`src/rtl/uart_cmd_rx.sv`:
```
// uart_cmd_rx: 8N1 serial receiver feeding the RGB colour-toggle FSM.
// Each good byte is shown on cmd_o for exactly one clock (0x00 at all
// other times). Because the idle value is 0x00, the downstream FSM sees one
// transition per byte, even when the same byte arrives twice in a row.
// A stop bit that samples low raises a one-cycle frame_error_o pulse. The
// receiver then waits for the line to return high, so a held break gives
// only one error.
module uart_cmd_rx #(
  parameter int CLKS_PER_BIT = 434,  // 50 MHz / 115200 baud, must be >= 4
  parameter int CNT_W        = 16    // 2**CNT_W must exceed CLKS_PER_BIT
) (
  input  logic       clk_i,
  input  logic       rst_i,
  input  logic       rx_i,
  output logic [7:0] cmd_o,
  output logic       cmd_valid_o,
  output logic       frame_error_o
);

  // Receiver states
  localparam logic [2:0] S_IDLE  = 3'd0;
  localparam logic [2:0] S_START = 3'd1;
  localparam logic [2:0] S_DATA  = 3'd2;
  localparam logic [2:0] S_STOP  = 3'd3;
  localparam logic [2:0] S_DONE  = 3'd4;
  localparam logic [2:0] S_BREAK = 3'd5;

  // Last count of a half bit (start-bit midpoint) and of a full bit.
  localparam logic [CNT_W-1:0] HALF_LAST = CNT_W'(CLKS_PER_BIT / 2 - 1);
  localparam logic [CNT_W-1:0] BIT_LAST  = CNT_W'(CLKS_PER_BIT - 1);

  logic [1:0]       sync_q;
  logic             rx_s;

  logic [2:0]       state_q,     state_d;
  logic [CNT_W-1:0] cnt_q,       cnt_d;
  logic [2:0]       bit_idx_q,   bit_idx_d;
  logic [7:0]       shift_q,     shift_d;
  logic [7:0]       cmd_q,       cmd_d;
  logic             cmd_valid_q, cmd_valid_d;
  logic             frm_err_q,   frm_err_d;

  // Two-flop synchroniser. It resets to the idle-high line level, so
  // leaving reset never looks like a start bit.
  always_ff @(posedge clk_i or posedge rst_i) begin
    if (rst_i) sync_q <= 2'b11;
    else       sync_q <= {sync_q[0], rx_i};
  end

  assign rx_s = sync_q[1];

  // Frame sequencing. Output pulses are computed here at the stop-bit
  // sample, then registered, so they appear in the DONE cycle.
  always_comb begin
    state_d     = state_q;
    cnt_d       = cnt_q;
    bit_idx_d   = bit_idx_q;
    shift_d     = shift_q;
    cmd_d       = 8'h00;
    cmd_valid_d = 1'b0;
    frm_err_d   = 1'b0;

    case (state_q)
      S_IDLE: begin
        cnt_d = '0;
        if (!rx_s) state_d = S_START;
      end

      S_START: begin
        if (cnt_q == HALF_LAST) begin
          cnt_d = '0;
          if (!rx_s) begin
            state_d   = S_DATA;
            bit_idx_d = 3'd0;
          end else begin
            // Line went back high before mid-start: treat it as a glitch.
            state_d = S_IDLE;
          end
        end else begin
          cnt_d = cnt_q + CNT_W'(1);
        end
      end

      S_DATA: begin
        if (cnt_q == BIT_LAST) begin
          cnt_d   = '0;
          shift_d = {rx_s, shift_q[7:1]};  // LSB arrives first
          if (bit_idx_q == 3'd7) state_d = S_STOP;
          else                   bit_idx_d = bit_idx_q + 3'd1;
        end else begin
          cnt_d = cnt_q + CNT_W'(1);
        end
      end

      S_STOP: begin
        if (cnt_q == BIT_LAST) begin
          cnt_d = '0;
          if (rx_s) begin
            state_d     = S_DONE;
            cmd_d       = shift_q;
            cmd_valid_d = 1'b1;
          end else begin
            state_d   = S_BREAK;
            frm_err_d = 1'b1;
          end
        end else begin
          cnt_d = cnt_q + CNT_W'(1);
        end
      end

      // The output pulse is visible during this cycle. Returning to IDLE
      // right away lets a start bit that follows immediately be caught.
      S_DONE: begin
        cnt_d   = '0;
        state_d = S_IDLE;
      end

      // Stay here while the line is held low, so a break gives one error.
      S_BREAK: begin
        cnt_d = '0;
        if (rx_s) state_d = S_IDLE;
      end

      default: begin
        cnt_d   = '0;
        state_d = S_IDLE;
      end
    endcase
  end

  // State and datapath registers. Reset drops any partial frame.
  always_ff @(posedge clk_i or posedge rst_i) begin
    if (rst_i) begin
      state_q   <= S_IDLE;
      cnt_q     <= '0;
      bit_idx_q <= 3'd0;
      shift_q   <= 8'h00;
    end else begin
      state_q   <= state_d;
      cnt_q     <= cnt_d;
      bit_idx_q <= bit_idx_d;
      shift_q   <= shift_d;
    end
  end

  // Registered outputs, so there is no combinational path from rx_i.
  always_ff @(posedge clk_i or posedge rst_i) begin
    if (rst_i) begin
      cmd_q       <= 8'h00;
      cmd_valid_q <= 1'b0;
      frm_err_q   <= 1'b0;
    end else begin
      cmd_q       <= cmd_d;
      cmd_valid_q <= cmd_valid_d;
      frm_err_q   <= frm_err_d;
    end
  end

  assign cmd_o         = cmd_q;
  assign cmd_valid_o   = cmd_valid_q;
  assign frame_error_o = frm_err_q;

endmodule

```
`config.mk`:
```
export PLATFORM = sky130hd
export DESIGN_NAME = uart_cmd_rx
export DESIGN_NICKNAME = d
export VERILOG_FILES = /design/src/rtl/uart_cmd_rx.sv
export SDC_FILE = /design/constraint.sdc
export NUM_CORES = 1
export LEC_CHECK = 0
export ABC_AREA = 0
export CORE_MARGIN = 3
export CORE_UTILIZATION = 40
export DETAILED_ROUTE_END_ITERATION = 12
export GPL_TIMING_DRIVEN = 1
export HOLD_SLACK_MARGIN = 0.05
export SYNTH_ARGS = -nofsm -noshare
export SYNTH_HDL_FRONTEND = slang
export SYNTH_SLANG_ARGS = --single-unit
```
`constraint.sdc`:
```
create_clock -name clk_i -period 2 [get_ports clk_i]
set_input_delay 0.5 -clock clk_i [delete_from_list [all_inputs] [get_ports clk_i]]
set_output_delay 0.5 -clock clk_i [all_outputs]
set_load 0.02 [all_outputs]
```
==> metrics.txt <==
worst skew pair latency about 0.3 ns; first-pass GRT wire length 6840 um; DP Wirelength roughly 2700 um; Ys Warns 0; met2 WL around 1900 um; crit-path max FO 8; Chip Height 77.4 um; H-tree levels 2; clk sinks 42; Worst Path Arrival approximately 2.1 ns; Core Box Area 0.00482 mm^2; number of distinct library cells after synthesis between 40 and 50; crit path kind flip-flop to flip-flop; Gate Count Post-Synth around 180; global route overflow 0; mean post-synth cell area roughly 11 um^2; DRC 0; ys async rst share between 90% and 100%; Top FF cell, synth dfrtp_1; fin crit share 94.4%; routed wire length between 3000 and 4000 um; die area 0.00599 mm^2; DR WL/cell around 15 um; actual slew at the worst max-slew pin 0.402 ns; Seq/Total Area, Yosys between 50% and 60%; commonest non-fill, non-tap cells in the layout 40 x dfrtp_1, 16 x nor2_1, 12 x clkdlybuf4s50_1, 11 x xor2_1; via count approximately 1400; HP Class flip-flop to flip-flop; I/O pin count 13; uppermost routed layer met4; final setup fails 0; maxcap violations 0; status finished, final reports clean; Mapped Nets approximately 190; share of layout cells above drive strength 1 around a fifth; Max VDD drop roughly 0.28 mV; Root Buffer Master clkbuf_8; setup TNS 0 ns; EDFF count, synth 0; Clock transition at path regs around 0.090 ns; pre-CTS setup slack 0.0389 ns; leak pwr 1.08 nW; number of synthesized register bits 42; CTS Buf Count 5; vias in the first global route between 1000 and 1500; met1 wire length 1720 um; met3 wire length 182 um; Worst Path Required roughly 2.2 ns; Final Power ~0.0014 W; fin nets ~210; Power Density about 600 mW/mm^2; Die Span X ~77 um; Final Max Tran Viols 0; Initial Util ~42%; Rel. slew slack ~73%; pin count of the biggest net entering global routing 24; Tmin final 1.89 ns; Peak Freq roughly 530 MHz; RePlAce Congestion 0.869; area grow syn2layout 17.2%; drt pass-1 iters 4; Max Clock Skew between 0.005 and 0.006 ns; Fin. Hold Viols 0; crit path capture type flip-flop; final setup margin 0.112 ns; routed vias/inst roughly 5.4; crit path launch type flip-flop; IO Port Bufs 12; DRT iter0 DRCs 57; most common cell after layout, fill and taps aside dfrtp_1; row cnt 25; antenna diode instance count 0; Max Buffers Root-to-Sink 2; hold_ws around 0.36 ns; All-Layer GR Usage 14.3%; CTS tree built; Mapped Area 0.00204 mm^2; antenna-violating nets left 0; initial antenna violation count 0
[logic make-up (layout without fill, tap and decap cells)]
family,Yosys count,in the layout,synth area share [%]
AOI/OAI and AO/OA,20,20,6.99
xor gates and xnor gates,12,12,5.15
adders and majority gates,6,6,3.68
buffers and inverters,15,36,3.50
DFF,42,42,51.7
muxes,9,9,4.91
and+or+nand+nor,74,74,24.1
[final timing paths]
kind	start	end	slack, ns	cells past startpoint
min in group asynchronous	rst_i	cnt_q[4]$_DFF_PP0_	0.55	3
setup / recovery	cnt_q[1]$_DFF_PP0_	shift_q[7]$_DFFE_PP0P_	0.11	7
max in group asynchronous	rst_i	sync_q[1]$_DFF_PP1_	1.16	3
hold reg to reg	sync_q[0]$_DFF_PP1_	sync_q[1]$_DFF_PP1_	0.36	0
hold / removal	sync_q[0]$_DFF_PP1_	sync_q[1]$_DFF_PP1_	0.36	0
setup reg to reg	cnt_q[1]$_DFF_PP0_	shift_q[7]$_DFFE_PP0P_	0.11	7
[cell usage after synthesis, types with 3 or more instances]
master     n  share of area (%)
a31oi_1    3               0.92
and2_1    10                3.1
nor2_1    16                2.9
mux2_2     8                4.4
dfrtp_1   40                 49
and4bb_2   3                1.8
buf_4      3                1.1
xor2_1    11                4.7
ha_1       6                3.7
a21oi_1    4               0.98
nand2_1    7                1.3
nand4_1   10                3.1
inv_1      8                1.5
nand3_1    6                1.5
[routing by layer]
metal	track usage [%]	up-vias
met2	23.1	42
met4	5.52	0
li1	-	676
met3	3.94	8
met5	0	-
met1	18.3	711
[area by class of cell]
cell class	count	area (um^2)
tap	67	83.8
clock buffer	5	68.8
multi-input combinational	121	923
timing repair buffer	20	205
inverter	8	30.0
fill	442	2430
clock inverter	3	25.0
sequential	42	1050
[state kept, by name, summed over array words and instances, names as in the netlist]
signal / flops
cnt_q: 16
cmd_o: 8
shift_q: 8
bit_idx_q: 3
state_q: 3
sync_q: 2
cmd_valid_o: 1
frame_error_o: 1
[critical path, cell delays in order, from the launching register on]
cell and delay (ns):
dfrtp_1 0.42, inv_1 0.09, ha_1 0.16, and4bb_2 0.27, nand4_4 0.14, nor3_4 0.23
buf_12 0.15, mux2_2 0.33
[per-stage QoR]
stage / utilization [%] / std cells / instance area [um^2]
3_3_place_gp: 47.1 / 257 / 2270
2_1_floorplan: - / 178 / 2040
3_5_place_dp: 47.1 / 257 / 2270
5_1_grt: 49.6 / 266 / 2390
6_report: 49.6 / 266 / 2390
4_1_cts: 49.0 / 265 / 2360
[power by group]
group	internal [W]	switching, W
Sequential	0.000852	0.00000226
Clock	0.000252	0.000314
Combinational	0.00000773	0.0000202
[what timing repair did]
item | 4_1_cts | 5_1_grt
hold buffers | 0 | 0
buffers inserted | 0 | 1
setup endpoints to repair | 0 | 12
gates resized for setup | 0 | 1
No activity file was read; power rests on OpenSTA's default activity.
